File: config.mk
export PLATFORM = sky130hd
export DESIGN_NAME = add_multicycle
export DESIGN_NICKNAME = d
export VERILOG_FILES = /design/src/rtl/add_pkg.sv /design/src/rtl/add_chunk.sv /design/src/rtl/add_multicycle.sv
export SDC_FILE = /design/constraint.sdc
export NUM_CORES = 1
export LEC_CHECK = 0
export CORE_ASPECT_RATIO = 0.7
export CORE_MARGIN = 4
export CORE_UTILIZATION = 46
export DETAILED_ROUTE_END_ITERATION = 7
export GPL_ROUTABILITY_DRIVEN = 1
export PLACE_DENSITY = 0.76
export SLEW_MARGIN = 5
export SYNTH_ARGS = -nofsm -noshare
export SYNTH_HDL_FRONTEND = slang
export SYNTH_SLANG_ARGS = --single-unit
export TNS_END_PERCENT = 100
File: constraint.sdc
create_clock -name clk -period 4.1 [get_ports clk]
set_input_delay 0.82 -clock clk [delete_from_list [all_inputs] [get_ports clk]]
set_output_delay 0.82 -clock clk [all_outputs]
set_load 0.01 [all_outputs]
File: src/rtl/add_pkg.sv
// add_pkg: shared state encoding for the multicycle adder
package add_pkg;
    typedef enum logic [1:0] {
        IDLE = 2'd0,
        RUN  = 2'd1,
        DONE = 2'd2
    } state_t;
endpackage

File: src/rtl/add_chunk.sv
// add_chunk: CHUNK-wide combinational ripple adder exposing the carry into the MSB
module add_chunk #(
    parameter int CHUNK = 4
) (
    input  logic [CHUNK-1:0] a,
    input  logic [CHUNK-1:0] b,
    input  logic             ci,
    output logic [CHUNK-1:0] s,
    output logic             co,
    output logic             c_msb_in
);
    logic [CHUNK:0] w_c;
    // ripple the carry bit by bit so the carry into the top bit is visible
    always_comb begin
        w_c    = '0;
        w_c[0] = ci;
        s      = '0;
        for (int k = 0; k < CHUNK; k++) begin
            s[k]     = a[k] ^ b[k] ^ w_c[k];
            w_c[k+1] = (a[k] & b[k]) | (w_c[k] & (a[k] ^ b[k]));
        end
    end
    assign co       = w_c[CHUNK];
    assign c_msb_in = w_c[CHUNK-1];
endmodule

File: src/rtl/add_multicycle.sv
// add_multicycle: adds/subtracts WIDTH-bit operands CHUNK bits per cycle with one reused chunk adder
module add_multicycle
    import add_pkg::*;
#(
    parameter int WIDTH = 16,
    parameter int CHUNK = 4
) (
    input  logic             clk,
    input  logic             rst_n,
    input  logic             in_valid,
    output logic             in_ready,
    input  logic [WIDTH-1:0] x,
    input  logic [WIDTH-1:0] y,
    input  logic             cin,
    input  logic             sub,
    output logic             out_valid,
    input  logic             out_ready,
    output logic [WIDTH-1:0] sum,
    output logic             carry,
    output logic             ovf,
    output logic             zr,
    output logic             ng
);
    localparam int N  = WIDTH / CHUNK;
    localparam int IW = (N > 1) ? $clog2(N) : 1;
    state_t           r_state;
    logic [WIDTH-1:0] r_x;
    logic [WIDTH-1:0] r_y;
    logic             r_c;
    logic             r_sub;
    logic [IW-1:0]    r_idx;
    logic [WIDTH-1:0] r_sum;
    logic             r_carry;
    logic             r_ovf;
    logic             r_zr;
    logic             r_ng;
    logic             r_out_valid;
    logic [CHUNK-1:0] w_a;
    logic [CHUNK-1:0] w_b;
    logic [CHUNK-1:0] w_s;
    logic             w_ci;
    logic             w_co;
    logic             w_cm;
    logic             w_last;
    logic [WIDTH-1:0] w_sum_next;
    assign in_ready = (r_state == IDLE) && rst_n;
    assign w_last   = (r_idx == IW'(N - 1));
    // subtraction always forces the first chunk's carry-in to 1
    assign w_ci     = (r_idx == '0) ? (r_c | r_sub) : r_c;
    // select the current chunk of both captured operands and splice its result into the sum
    always_comb begin
        w_a        = r_x[r_idx*CHUNK +: CHUNK];
        w_b        = r_y[r_idx*CHUNK +: CHUNK];
        w_sum_next = r_sum;
        w_sum_next[r_idx*CHUNK +: CHUNK] = w_s;
    end
    add_chunk #(.CHUNK(CHUNK)) u_chunk (
        .a        (w_a),
        .b        (w_b),
        .ci       (w_ci),
        .s        (w_s),
        .co       (w_co),
        .c_msb_in (w_cm)
    );
    // control FSM plus operand, partial-sum and flag registers
    always_ff @(posedge clk) begin
        if (!rst_n) begin
            r_state     <= IDLE;
            r_x         <= '0;
            r_y         <= '0;
            r_c         <= 1'b0;
            r_sub       <= 1'b0;
            r_idx       <= '0;
            r_sum       <= '0;
            r_carry     <= 1'b0;
            r_ovf       <= 1'b0;
            r_zr        <= 1'b0;
            r_ng        <= 1'b0;
            r_out_valid <= 1'b0;
        end else begin
            case (r_state)
                IDLE: begin
                    if (in_valid) begin
                        r_x     <= x;
                        r_y     <= sub ? ~y : y;
                        r_c     <= sub | cin;
                        r_sub   <= sub;
                        r_idx   <= '0;
                        r_state <= RUN;
                    end
                end
                RUN: begin
                    r_sum <= w_sum_next;
                    r_c   <= w_co;
                    r_idx <= w_last ? '0 : r_idx + IW'(1);
                    if (w_last) begin
                        r_carry     <= w_co;
                        r_ovf       <= w_cm ^ w_co;
                        r_zr        <= (w_sum_next == '0);
                        r_ng        <= w_sum_next[WIDTH-1];
                        r_out_valid <= 1'b1;
                        r_state     <= DONE;
                    end
                end
                DONE: begin
                    if (out_ready) begin
                        r_out_valid <= 1'b0;
                        r_state     <= IDLE;
                    end
                end
                default: r_state <= IDLE;
            endcase
        end
    end
    assign out_valid = r_out_valid;
    assign sum       = r_sum;
    assign carry     = r_carry;
    assign ovf       = r_ovf;
    assign zr        = r_zr;
    assign ng        = r_ng;
endmodule

==> qor.csv, run 1 <==
stage,metric,value,unit
cts,clk root buf,clkbuf_8,
timing,Final Hold Vio Count,0,
cts,postcts setup bufs,0,
cells_and_area,Layout Nets,434,
timing,Max Freq,269,MHz
route,wire per inst,14.3,um
grt,initial antenna violation count,0,
hold_path,HP Class,reg2reg,
synth,post-synthesis async set-or-reset flop share,0,%
timing,final setup fails,0,
cells_and_area,synth-to-layout area growth,27.1,%
cells_and_area,# fillers,488,
floorplanning,die area,7660,um2
floorplanning,io pins,60,
setup_path,reg2reg start,r_idx[0],
synth,Mapped Area,2900,um2
setup_path,CP most frequent cell,fa_1,
cts,Post-CTS Resized,0,
timing,Min Hold Slack,0.460,ns
cts,Clock Sink Count,59,
route,DR vias,2499,
setup_path,startpoint types,register,
setup_path,worst reg2reg setup slack,0.38,ns
cts,CTS Buffer Depth,2,
grt,GRT Residual Overflow,0,
route,Routed Wire Length,6680,um
route,Detail Route Antenna Nets,0,
timing,crit path time final,3.72,ns
synth,"Seq/Total Area, Yosys",40.7,%
setup_path,Worst EP arrival,3.98,ns
floorplanning,Rows,23,
synth,syn avg cell area,8.63,um2
setup_path,CP Cell Sequence,mux4_2 -> inv_1 -> fa_1 -> inv_1 -> fa_1 -> inv_1 -> fa_1 -> fa_1 -> nor2_1 -> a31oi_1 -> o21ai_1 -> or4_1 -> o32ai_2,
synth,Synth Flop Type,dfxtp_1,
synth,Post-Syn Nets,383,
setup_path,CP Depth,13,
grt,total track usage,19.3,%
cts,CTS tree,yes,
placed_design,I/O Buffers,59,
setup_path,crit-path max FO,8,
setup_path,cell family with most CP delay,adder cells,
setup_path,critical setup path kind,reg2reg,
power,maximum VDD drop,0.147,mV
synth,synthesis warning total,0,
setup_path,worst setup path end,zr,
timing,RSZ-0062 raised after global routing,false,
floorplanning,Initial Utilization,49.1,%
power,power per cell area,383,nW/um2
synth,#FFs+latches synth,59,
setup_path,reg-to-reg critical path endpoint,zr,
floorplanning,Die Span X,103,um
setup_path,FF-to-FF path depth,13,
placed_design,routability cong.,0.865,
route,first-pass iteration count of the detailed router,4,
grt,largest net degree at the start of global routing,59,
cells_and_area,share of cells above drive strength 1,7.93,%
synth,Synth area leader,dfxtp_1,
job,Max Cap Viol,0,
cts,Num CTS Buffers,9,
status,outcome,"finished, final reports clean",
grt,number of global-route vias before repair,2267,
power,leakage power,1.33,nW
route,vias per cell,5.36,
synth,"EDFF count, synth",0,
setup_path,CP endpoint kind,register,
timing,max-slew violation count,0,
setup_path,Crit. Startpoint,r_idx[0],
synth,Synth cell types,37,
synth,synth top area cells,"dfxtp_1 (41%), a211oi_1 (7.0%), nor2_1 (6.5%)",
timing,Worst-Margin Slew,0.916,ns
synth,Synth top cells by count,"dfxtp_1 (59), nor2_1 (50), nand2_1 (46), a21oi_1 (29), a211oi_1 (27)",
power,total power,1.41,mW
timing,setup TNS,0,ns
timing,clock skew,0.00445,ns
cells_and_area,Antenna Cells,0,
floorplanning,Core ar.,5900,um2
cts,CTS Hold Bufs,0,
synth,Post-Syn Instances,336,
timing,worst relative slew slack,38.7,%
cts,Worst-path clk slew,0.06,ns
cts,H-tree Lvls,3,
setup_path,critical path's slowest cell,fa_1,
route,Remaining DRCs,0,
synth,Synth top area share,40.7,%
setup_path,worst path bufs/invs,3,
synth,top-count cell post-synth,dfxtp_1,
grt,first-pass GRT wire length,11300,um
cts,"Clk Latency, worst-skew pair",0.34,ns
placed_design,HPWL reported at the end of detailed placement,4940,um
floorplanning,die height,74.4,um
timing,final period utilization,90.8,%
setup_path,"Req. time, crit path",4.36,ns
route,violation count after the first detailed-route iteration,117,
setup_path,slowest cell delay on critical path,0.55,ns
[layout make-up]
| cell class | count | area [um2] | share of cell area, % |
|---|---|---|---|
| clock inverter | 3 | 40.0 | 1.09 |
| sequential | 59 | 1180 | 32.0 |
| timing repair buffer | 64 | 628 | 17.0 |
| clock buffer | 12 | 135 | 3.67 |
| tap | 75 | 93.8 | 2.55 |
| inverter | 12 | 45.0 | 1.22 |
| multi-input combinational | 241 | 1560 | 42.4 |
[worst min path at each step]
stage / from / to / depth (start not counted)
6_report: r_x[11] / r_x[11] / 2
5_1_grt: r_x[3] / r_x[3] / 2
4_1_cts: r_x[11] / r_x[11] / 2
3_5_place_dp: r_x[3] / r_x[3] / 2
3_3_place_gp: r_x[8] / r_x[8] / 2
2_1_floorplan: r_x[10] / r_x[10] / 2
[registers in the layout (all words and copies together) (netlist names)]
name,cells
r_x,16
r_y,16
sum,16
r_idx,2
r_state,2
carry,1
ng,1
out_valid,1
ovf,1
r_c,1
r_sub,1
zr,1
[per-layer routing]
metal | wire (um) | up-vias | global-route usage [%]
li1 | - | 1263 | -
met1 | 3350 | 1147 | 27.9
met2 | 2740 | 80 | 26.0
met3 | 522 | 9 | 6.37
met4 | 63 | 0 | 8.33
met5 | 0 | - | 0
[report_power, final]
| group | leakage, nW | internal [mW] | switching [mW] | total (mW) |
|---|---|---|---|---|
| logic | 0.752 | 0.138 | 0.147 | 0.285 |
| clock network | 0.0902 | 0.276 | 0.212 | 0.487 |
| registers | 0.484 | 0.612 | 0.0269 | 0.639 |
| total | 1.33 | 1.03 | 0.386 | 1.41 |
[cell usage in the layout, fill, tap and decap left out, types with 3 or more instances in the layout]
cell / instances
dfxtp_1: 59
clkdlybuf4s50_1: 59
nor2_1: 50
nand2_1: 46
a21oi_1: 29
a211oi_1: 27
xnor2_1: 17
inv_1: 11
clkbuf_8: 9
mux4_2: 8
a31oi_1: 8
nor2b_1: 7
nor3_1: 5
and2b_1: 5
ha_1: 5
buf_4: 5
o21ai_0: 4
fa_1: 4
nand4_1: 3
nor4_1: 3
clkbuf_1: 3
[worst register-to-register path: cells and delay by family (launching register included)]
kind                       cells  cell delay, ns
adders and majority gates      4            1.53
DFF                            1            0.52
AOI/OAI and AO/OA              3            0.62
buffers and inverters          3            0.18
muxes                          1            0.28
and+or+nand+nor                2            0.52
[cells by family (layout without fill, tap and decap cells)]
group                      Yosys count  count (layout)  share of synthesized area [%]
muxes                                8               8                           6.21
DFF                                 59              59                           40.7
adders and majority gates            9               9                           4.92
buffers and inverters               36              91                           5.57
xor gates and xnor gates            17              17                           5.14
and+or+nand+nor                    130             130                           20.5
AOI/OAI and AO/OA                   77              77                           17.0
[per-stage QoR]
stage / setup WS, ns / std cells / utilization, % / cell area (um2)
2_1_floorplan: 0.228 / 336 / - / 2900
3_3_place_gp: 0.484 / 451 / 59.5 / 3510
3_5_place_dp: 0.412 / 451 / 59.5 / 3510
4_1_cts: 0.393 / 466 / 62.5 / 3690
5_1_grt: 0.176 / 466 / 62.5 / 3690
6_report: 0.377 / 466 / 62.5 / 3690
(Power assumes the default switching activity.)
==> inputs of run 2 (changes only) <==
--- a/config.mk
+++ b/config.mk
@@ -15,4 +15,4 @@
 export SYNTH_ARGS = -nofsm -noshare
 export SYNTH_HDL_FRONTEND = slang
 export SYNTH_SLANG_ARGS = --single-unit
-export TNS_END_PERCENT = 100
+export TNS_END_PERCENT = 5
==> results of run 2 <==
Final layout, timing and power as in run 1 (identical DEF).
